### config.mk
export PLATFORM = sky130hd
export DESIGN_NAME = vec_result_writer
export DESIGN_NICKNAME = d
export VERILOG_FILES = /design/src/rtl/vec_result_writer.sv
export SDC_FILE = /design/constraint.sdc
export NUM_CORES = 1
export LEC_CHECK = 0
export ABC_AREA = 1
export CORE_UTILIZATION = 45
export DETAILED_ROUTE_END_ITERATION = 7
export GPL_ROUTABILITY_DRIVEN = 0
export GPL_TIMING_DRIVEN = 0
export PLACE_DENSITY = 0.69
export SLEW_MARGIN = 10
export SYNTH_ARGS = -nofsm -noshare
export SYNTH_HDL_FRONTEND = slang
export SYNTH_SLANG_ARGS = --single-unit
### constraint.sdc
create_clock -name clk -period 24.6 [get_ports clk]
set_input_delay 6.15 -clock clk [delete_from_list [all_inputs] [get_ports clk]]
set_output_delay 6.15 -clock clk [all_outputs]
set_load 0.05 [all_outputs]
### src/rtl/vec_result_writer.sv
// Buffers up to two vector-ALU result bundles and streams them word by word into data memory.
// Optional macro VWB_ADD_LANES_EN: also stores and writes the four add lanes (16 words per bundle instead of 12).
module vec_result_writer #(
  parameter logic [31:0] BASE_ADDR = 32'h0000_0400,
  parameter int          BCNT_W    = 8
) (
  input  logic              clk,
  input  logic              rst,
  input  logic              vec_alu_op,
  input  logic [255:0]      res_mul,
  input  logic [127:0]      res_sum,
  input  logic [127:0]      res_add,
  output logic              in_ready,
  output logic              mem_we,
  output logic [31:0]       mem_addr,
  output logic [31:0]       mem_wdata,
  input  logic              mem_ready,
  output logic              done,
  output logic              overflow,
  output logic [BCNT_W-1:0] bundle_cnt
);

`ifdef VWB_ADD_LANES_EN
  localparam logic [3:0]  LAST_IDX = 4'd15;
  localparam logic [31:0] WORDS    = 32'd16;
`else
  localparam logic [3:0]  LAST_IDX = 4'd11;
  localparam logic [31:0] WORDS    = 32'd12;
`endif

  typedef enum logic {
    IDLE = 1'b0,
    SEND = 1'b1
  } state_e;

  state_e             state_q, state_d;
  logic [1:0]         occ_q, occ_d;
  logic               wr_ptr_q, rd_ptr_q;
  logic [3:0]         word_idx_q, word_idx_d;
  logic [BCNT_W-1:0]  bcnt_q, bcnt_d;
  logic               ovf_q, ovf_d;

  logic [255:0]       mul_q [2];
  logic [127:0]       sum_q [2];
`ifdef VWB_ADD_LANES_EN
  logic [127:0]       add_q [2];
`else
  logic               unused_add_s;
  assign unused_add_s = ^res_add;
`endif

  logic               push_s;
  logic               pop_s;
  logic [31:0]        word_s;
  logic [31:0]        word_off_s;

  assign in_ready   = (occ_q < 2'd2);
  assign push_s     = vec_alu_op & in_ready;
  assign mem_we     = (state_q == SEND);
  assign pop_s      = mem_we & mem_ready & (word_idx_q == LAST_IDX);
  assign done       = pop_s;
  assign overflow   = ovf_q;
  assign bundle_cnt = bcnt_q;

  // Next-state logic for the stream FSM, occupancy, word index and counters
  always_comb begin
    state_d    = state_q;
    occ_d      = occ_q;
    word_idx_d = word_idx_q;
    bcnt_d     = bcnt_q;
    ovf_d      = ovf_q;

    case ({push_s, pop_s})
      2'b10:   occ_d = occ_q + 2'd1;
      2'b01:   occ_d = occ_q - 2'd1;
      default: occ_d = occ_q;
    endcase

    if (vec_alu_op && !in_ready) begin
      ovf_d = 1'b1;
    end else begin
      ovf_d = ovf_q;
    end

    case (state_q)
      IDLE: begin
        if (push_s) begin
          state_d = SEND;
        end else begin
          state_d = IDLE;
        end
      end
      SEND: begin
        if (mem_ready) begin
          if (word_idx_q == LAST_IDX) begin
            word_idx_d = 4'd0;
            bcnt_d     = bcnt_q + {{(BCNT_W-1){1'b0}}, 1'b1};
            // A push in the same cycle keeps occupancy nonzero, so streaming continues without a bubble
            if (occ_d == 2'd0) begin
              state_d = IDLE;
            end else begin
              state_d = SEND;
            end
          end else begin
            word_idx_d = word_idx_q + 4'd1;
            state_d    = SEND;
          end
        end else begin
          word_idx_d = word_idx_q;
          state_d    = SEND;
        end
      end
      default: state_d = IDLE;
    endcase
  end

  // Control registers
  always_ff @(posedge clk) begin
    if (rst) begin
      state_q    <= IDLE;
      occ_q      <= 2'd0;
      wr_ptr_q   <= 1'b0;
      rd_ptr_q   <= 1'b0;
      word_idx_q <= 4'd0;
      bcnt_q     <= '0;
      ovf_q      <= 1'b0;
    end else begin
      state_q    <= state_d;
      occ_q      <= occ_d;
      word_idx_q <= word_idx_d;
      bcnt_q     <= bcnt_d;
      ovf_q      <= ovf_d;
      if (push_s) begin
        wr_ptr_q <= ~wr_ptr_q;
      end
      if (pop_s) begin
        rd_ptr_q <= ~rd_ptr_q;
      end
    end
  end

  // Bundle storage, all lanes captured together on push
  always_ff @(posedge clk) begin
    if (rst) begin
      for (int i = 0; i < 2; i++) begin
        mul_q[i] <= 256'h0;
        sum_q[i] <= 128'h0;
`ifdef VWB_ADD_LANES_EN
        add_q[i] <= 128'h0;
`endif
      end
    end else if (push_s) begin
      mul_q[wr_ptr_q] <= res_mul;
      sum_q[wr_ptr_q] <= res_sum;
`ifdef VWB_ADD_LANES_EN
      add_q[wr_ptr_q] <= res_add;
`endif
    end
  end

  // Select the current word of the head entry
  always_comb begin
    word_s = 32'h0;
    case (word_idx_q[3:2])
      2'b00, 2'b01: word_s = mul_q[rd_ptr_q][{word_idx_q[2:0], 5'b00000} +: 32];
      2'b10:        word_s = sum_q[rd_ptr_q][{word_idx_q[1:0], 5'b00000} +: 32];
`ifdef VWB_ADD_LANES_EN
      2'b11:        word_s = add_q[rd_ptr_q][{word_idx_q[1:0], 5'b00000} +: 32];
`else
      2'b11:        word_s = 32'h0;
`endif
      default:      word_s = 32'h0;
    endcase
  end

  assign word_off_s = 32'(bcnt_q) * WORDS + {28'h0, word_idx_q};
  assign mem_addr   = BASE_ADDR + {word_off_s[29:0], 2'b00};
  assign mem_wdata  = mem_we ? word_s : 32'h0;

endmodule

### Word level (Yosys, flattened, before mapping)

Memory sizes are Yosys's and may differ from the RTL's. A register that Yosys moved wholly into a read port is not among the register bits.
Cells that the tools add are included.

| word-level totals | value |
|---|---|
| logic and storage cells | 63 |
| flip-flop bits (word level) | 18 |
| bits in writable memories | 768 |
| output and inout bits | 76 |
| memories kept | 2 |

Memories:

| name | depth | bits a word | read ports | clocked after Yosys merged registers in | wr ports | RTL line | RTL |
|---|---|---|---|---|---|---|---|
| mul_q | 2 | 256 | 1 | 1 | 2 | 43 | `logic [255:0] mul_q [2];` |
| sum_q | 2 | 128 | 1 | 1 | 2 | 44 | `logic [127:0] sum_q [2];` |

| operators by class | value |
|---|---|
| add/subtract/negate cells | 6 |
| magnitude comparators | 1 |
| reductions and logical operators | 9 |
| equality and inequality tests | 6 |
| bitwise operators | 6 |
| multiply operators | 1 |
| muxes and demuxes | 23 |
| shift operators | 2 |

Operators by type and width:

| kind | count |
|---|---|
| 256-bit 2-to-1 mux | 1 |
| 256-bit OR reduction | 1 |
| 256-bit by 9-bit indexed part select with 32-bit output | 1 |
| 128-bit 2-to-1 mux | 1 |
| 128-bit OR reduction | 1 |
| 128-bit by 8-bit indexed part select with 32-bit output | 1 |
| 32-bit case mux with 3 select lines | 1 |
| 32-bit 2-to-1 mux | 1 |
| 11-bit by 15-bit adder with 16-bit output, first input constant | 1 |
| 1-bit 2-to-1 mux | 16 |
| 12-bit by 4-bit adder with 13-bit output | 1 |
| 8-bit by 2-bit multiplier with 10-bit output, second input constant | 1 |
| 8-bit by 1-bit adder with 8-bit output, second input constant | 1 |
| 2-bit == test, second input constant | 3 |
| 4-bit by 1-bit adder with 4-bit output, second input constant | 1 |
| 2-bit by 1-bit == test with 1-bit output, second input constant | 2 |
| 4-bit == test, second input constant | 1 |
| 2-bit zero test | 2 |
| 4-bit 2-to-1 mux | 1 |
| 2-bit case mux with 2 select lines | 1 |
| 1-bit AND | 3 |
| 1-bit NOT | 3 |
| 3-bit AND reduction | 1 |
| 2-bit by 1-bit adder with 2-bit output, second input constant | 1 |
| 7 further kinds | 7 |

### Logic depth before layout (Yosys ltp)

Gate-level depths: netlist of the first run.

| logic depth | value |
|---|---|
| word-level depth | 9 |
| mapped depth | 19 |

### Worst setup path before layout of the first run

OpenSTA, ideal clock, no wires.

| timing | value |
|---|---|
| kind | input to register |
| from | in vec_alu_op |
| to | mem mul_q[1][0] (enable) |
| path slack | 8760 ps |
| arrival time | 13027 ps |
| cell stages on the path | 6 |
| required time | 21786 ps |
| path through | nand2_1 > inv_1 > nand3_1 > buf_2 > buf_2 > nand2_1 |

RTL lines:

| what | RTL line | RTL |
|---|---|---|
| from (decl) | 9 | `input logic vec_alu_op,` |
| to (decl) | 43 |  |

### Worst setup path after layout of the first run

| timing | value |
|---|---|
| from | in mem_ready |
| to | out done |

| between the ends | value |
|---|---|
| word-level cells in the longest chain between the ends | 2 |

Ends and longest elaborated chain:

| what | RTL line | RTL |
|---|---|---|
| from (decl) | 17 | `input logic mem_ready,` |
| 1-bit AND (2 in series) | 60 | `assign pop_s = mem_we & mem_ready & (word_idx_q == LAST_IDX);` |
| to (decl) | 18 | `output logic done,` |

No other way between the ends.

==> results of run 1 <==
==> metal layers <==
metal	share of wire	up-vias	global-route usage
li1	-	13326	-
met1	0.36	14351	0.440
met2	0.43	2477	0.477
met3	0.15	405	0.0899
met4	0.063	12	0.187
met5	0.00053	-	0
==> logic make-up (layout without fill, tap and decap cells) <==
logic type,Yosys count,in the layout
AND/OR/NAND/NOR,1415,1415
AO/OA/AOI/OAI,705,705
flip-flops,787,787
XOR/XNOR,8,8
buffers and inverters,699,1303
other,1,25
adder cells (fa/ha/maj),15,15
==> synth_stat cells, drive strengths merged <==
master,n
o22ai,72
clkbuf,83
nand3,55
fa,2
edfxtp,768
inv,428
o21ai,393
ha,13
buf,187
nor3b,1
nand2,133
xor2,7
clkinv,1
o211ai,113
dfxtp,19
nor3,2
conb,1
nor2,1224
xnor2,1
a21oi,47
o221ai,79
a31oi,1
==> per-stage QoR <==
| step | area (sq um) | setup WS (ns) |
|---|---|---|
| global route | 45100 | 10.23 |
| detailed placement | 42600 | 10.31 |
| finish | 45100 | 10.31 |
| CTS | 45100 | 10.30 |
| floorplan | 36500 | 8.76 |
| global placement | 42200 | 2.20 |
==> area by class of cell <==
class	count	area [sq um]
Multi-Input combinational cell	2162	9960
Clock buffer	97	2110
Inverter	429	1620
Buffer	270	1450
Timing Repair Buffer	460	4850
Clock inverter	47	385
Fill cell	6794	34400
Sequential cell	787	23400
Tap cell	1050	1310
Antenna cell	6	15.0
==> sequential cells by signal, summed over array words and instances, names as in the netlist, named ones only <==
name and flops:
wr_ptr_q 1, word_idx_q 4, rd_ptr_q 1, bundle_cnt 8, overflow 1, occ_q 2
mul_q 512, mem_we 1, sum_q 256
==> report_power, final <==
group,internal [W],switching (W),leakage [nW]
Sequential,0.00158,0.0000252,8.19
Clock,0.000672,0.000524,1.22
Combinational,0.000130,0.000274,9.14
==> worst min path at each step <==
| stage | cells past startpoint | slack, ns | end | from |
|---|---|---|---|---|
| global route | 1 | 0.50 | rd_ptr_q$_SDFFE_PP0P_ | rd_ptr_q$_SDFFE_PP0P_ |
| global placement | 1 | 0.44 | rd_ptr_q$_SDFFE_PP0P_ | rd_ptr_q$_SDFFE_PP0P_ |
| CTS | 1 | 0.48 | rd_ptr_q$_SDFFE_PP0P_ | rd_ptr_q$_SDFFE_PP0P_ |
| detailed placement | 1 | 0.45 | rd_ptr_q$_SDFFE_PP0P_ | rd_ptr_q$_SDFFE_PP0P_ |
| floorplan | 1 | 0.43 | flop | rd_ptr_q$_SDFFE_PP0P_ |
| finish | 1 | 0.47 | rd_ptr_q$_SDFFE_PP0P_ | rd_ptr_q$_SDFFE_PP0P_ |
==> critical path, stage by stage <==
cell	delay, ns
clkdlybuf4s50_1	0.48
nand2_1	0.12
nor2_1	0.20
nand2_2	0.14
clkinv_1	0.21
clkdlybuf4s50_1	0.84
==> impl_metrics.csv, run 1 <==
group,metric,value,unit
worst_setup_path,r2r-end,"mul_q[0][242]$_SDFFCE_PN0P_",
yosys,synthMuxAreaShare,0,
clocking,clk_latency,0.65,ns
grt,overflow,0,
floorplan,coreArea,0.0795,sq mm
yosys,yosysSeqAreaShare,0.644,
yosys,synth_compound_gate_area_share,0.115,
timing,slew_headroom,0.220,
detailed_routing,post_drt_via_cell_ratio,5.76,
clocking,cts_resized,0,
run_status,status,"complete, no violations",
placement,hpwl,98.2,mm
yosys,synthesis.area,0.0364,sq mm
floorplan,die-width,286,um
clocking,cts_sinks,787,
power_and_ir_drop,total_power,0.00321,W
worst_setup_path,crit_fanout,9,
yosys,synth-xor-area-share,0.00193,
timing,post-route-period-util,0.581,
worst_setup_path,required,18.45,ns
yosys,ys_ff_latch,787,
yosys,yosysWarnings,0,
clocking,htree_levels,3,
placement,portBuffers,444,
clocking,root_buffer,"clkbuf_16",
cells_and_area,layout_common_cells,"1219 x nor2_1, 768 x edfxtp_1, 444 x clkdlybuf4s50_1",
yosys,yosys.area_share.simple,0.149,
hold_path,hold_path.class,"flop to flop",
yosys,synthCells,3630,
floorplan,die_area,0.0820,sq mm
floorplan,start_util,0.458,
worst_setup_path,startpoint_type,"input port",
worst_setup_path,crit_path_start,"mem_ready",
yosys,synth_area_leaders,"edfxtp_1 63%, nor2_1 13%, o21ai_0 5.0%",
timing,grt_setup_unrepaired,"no",
floorplan,boundaryPins,592,
worst_setup_path,r2r_slack,20.34,ns
detailed_routing,wl_per_cell,25.7,um
clocking,cts_inserted_buffers,79,
grt,grt_usage,0.327,
cells_and_area,stdcell_count,5308,
timing,final-hold-violation-count,0,
flow_run,drv_cap,0,
timing,setup_tns,0,ns
timing,drv_slew,0,
timing,finalSetupViolations,0,
timing,worst_pin_slew,1.17,ns
floorplan,dieHeight,286,um
timing,whs,0.470,ns
grt,grt_max_degree,59,
detailed_routing,dr.pass1.iters,6,
worst_setup_path,r2r-start,"occ_q[1]$_SDFF_PP0_",
worst_setup_path,arrival,8.14,ns
worst_setup_path,endpoint,"done",
clocking,cts_tree,"done",
worst_setup_path,endpoint_kind,"output pin",
yosys,syn_avg_cell_area,10.0,sq um
timing,fin_skew,0.0268,ns
power_and_ir_drop,vdd_drop_max,42.4,uV
grt,antenna_found_initial,15,
yosys,yosysUniqueCellTypes,33,
cells_and_area,drive_above_1_share,0.0769,
clocking,postCtsSetupBuffers,0,
cells_and_area,area_delta_synth_final,24.1,%
yosys,synth_area_leader_cell,"edfxtp_1",
detailed_routing,drtIter0Drc,5315,
floorplan,placementRows,103,
cells_and_area,layout.nets,4720,
worst_setup_path,criticalPathCategory,"input port to output pin",
worst_setup_path,r2r_cells,13,
detailed_routing,vias,30571,
placement,post-place-cells,5158,
detailed_routing,antenna_left,0,
detailed_routing,drc_errors,0,
power_and_ir_drop,powerDensity,71.0,mW/mm^2
grt,grt_pass1_vias,28732,
detailed_routing,wl,136,mm
grt,grt_pass1_wl,191,mm
cells_and_area,final_common_cell,"nor2_1",
clocking,clk_pin_slew,0.06,ns
clocking,hold_buffers,0,
timing,period_needed,14.29,ns
yosys,synth_top_family_by_area,"simple AND/OR/NAND/NOR gates",
yosys,synthAdderAreaFrac,0.00557,
power_and_ir_drop,p_leak,18.5,nW
cells_and_area,fin_util,0.568,
timing,max_freq,70.0,MHz
clocking,cts_buffer_depth,3,
yosys,synth_top_area_frac,0.634,
Note: power is estimated with default switching activity, not from simulation.
==> run 2, diff against run 1 <==
==> constraint.sdc (replaced) <==
create_clock -name clk -period 13.41 [get_ports clk]
set_input_delay 3.3525 -clock clk [delete_from_list [all_inputs] [get_ports clk]]
set_output_delay 3.3525 -clock clk [all_outputs]
set_load 0.05 [all_outputs]
==> results of run 2 <==
Same layout as run 1 (identical final DEF). Status: complete, no violations.
Main changes from that run: setup slack after placement 10.31 ns -> 4.72 ns; setup slack after layout 10.31 ns -> 4.71 ns; register-to-register setup slack 20.34 ns -> 9.15 ns; total power 0.00321 W -> 0.00588 W; worst IR drop on VDD 42.4 uV -> 77.8 uV
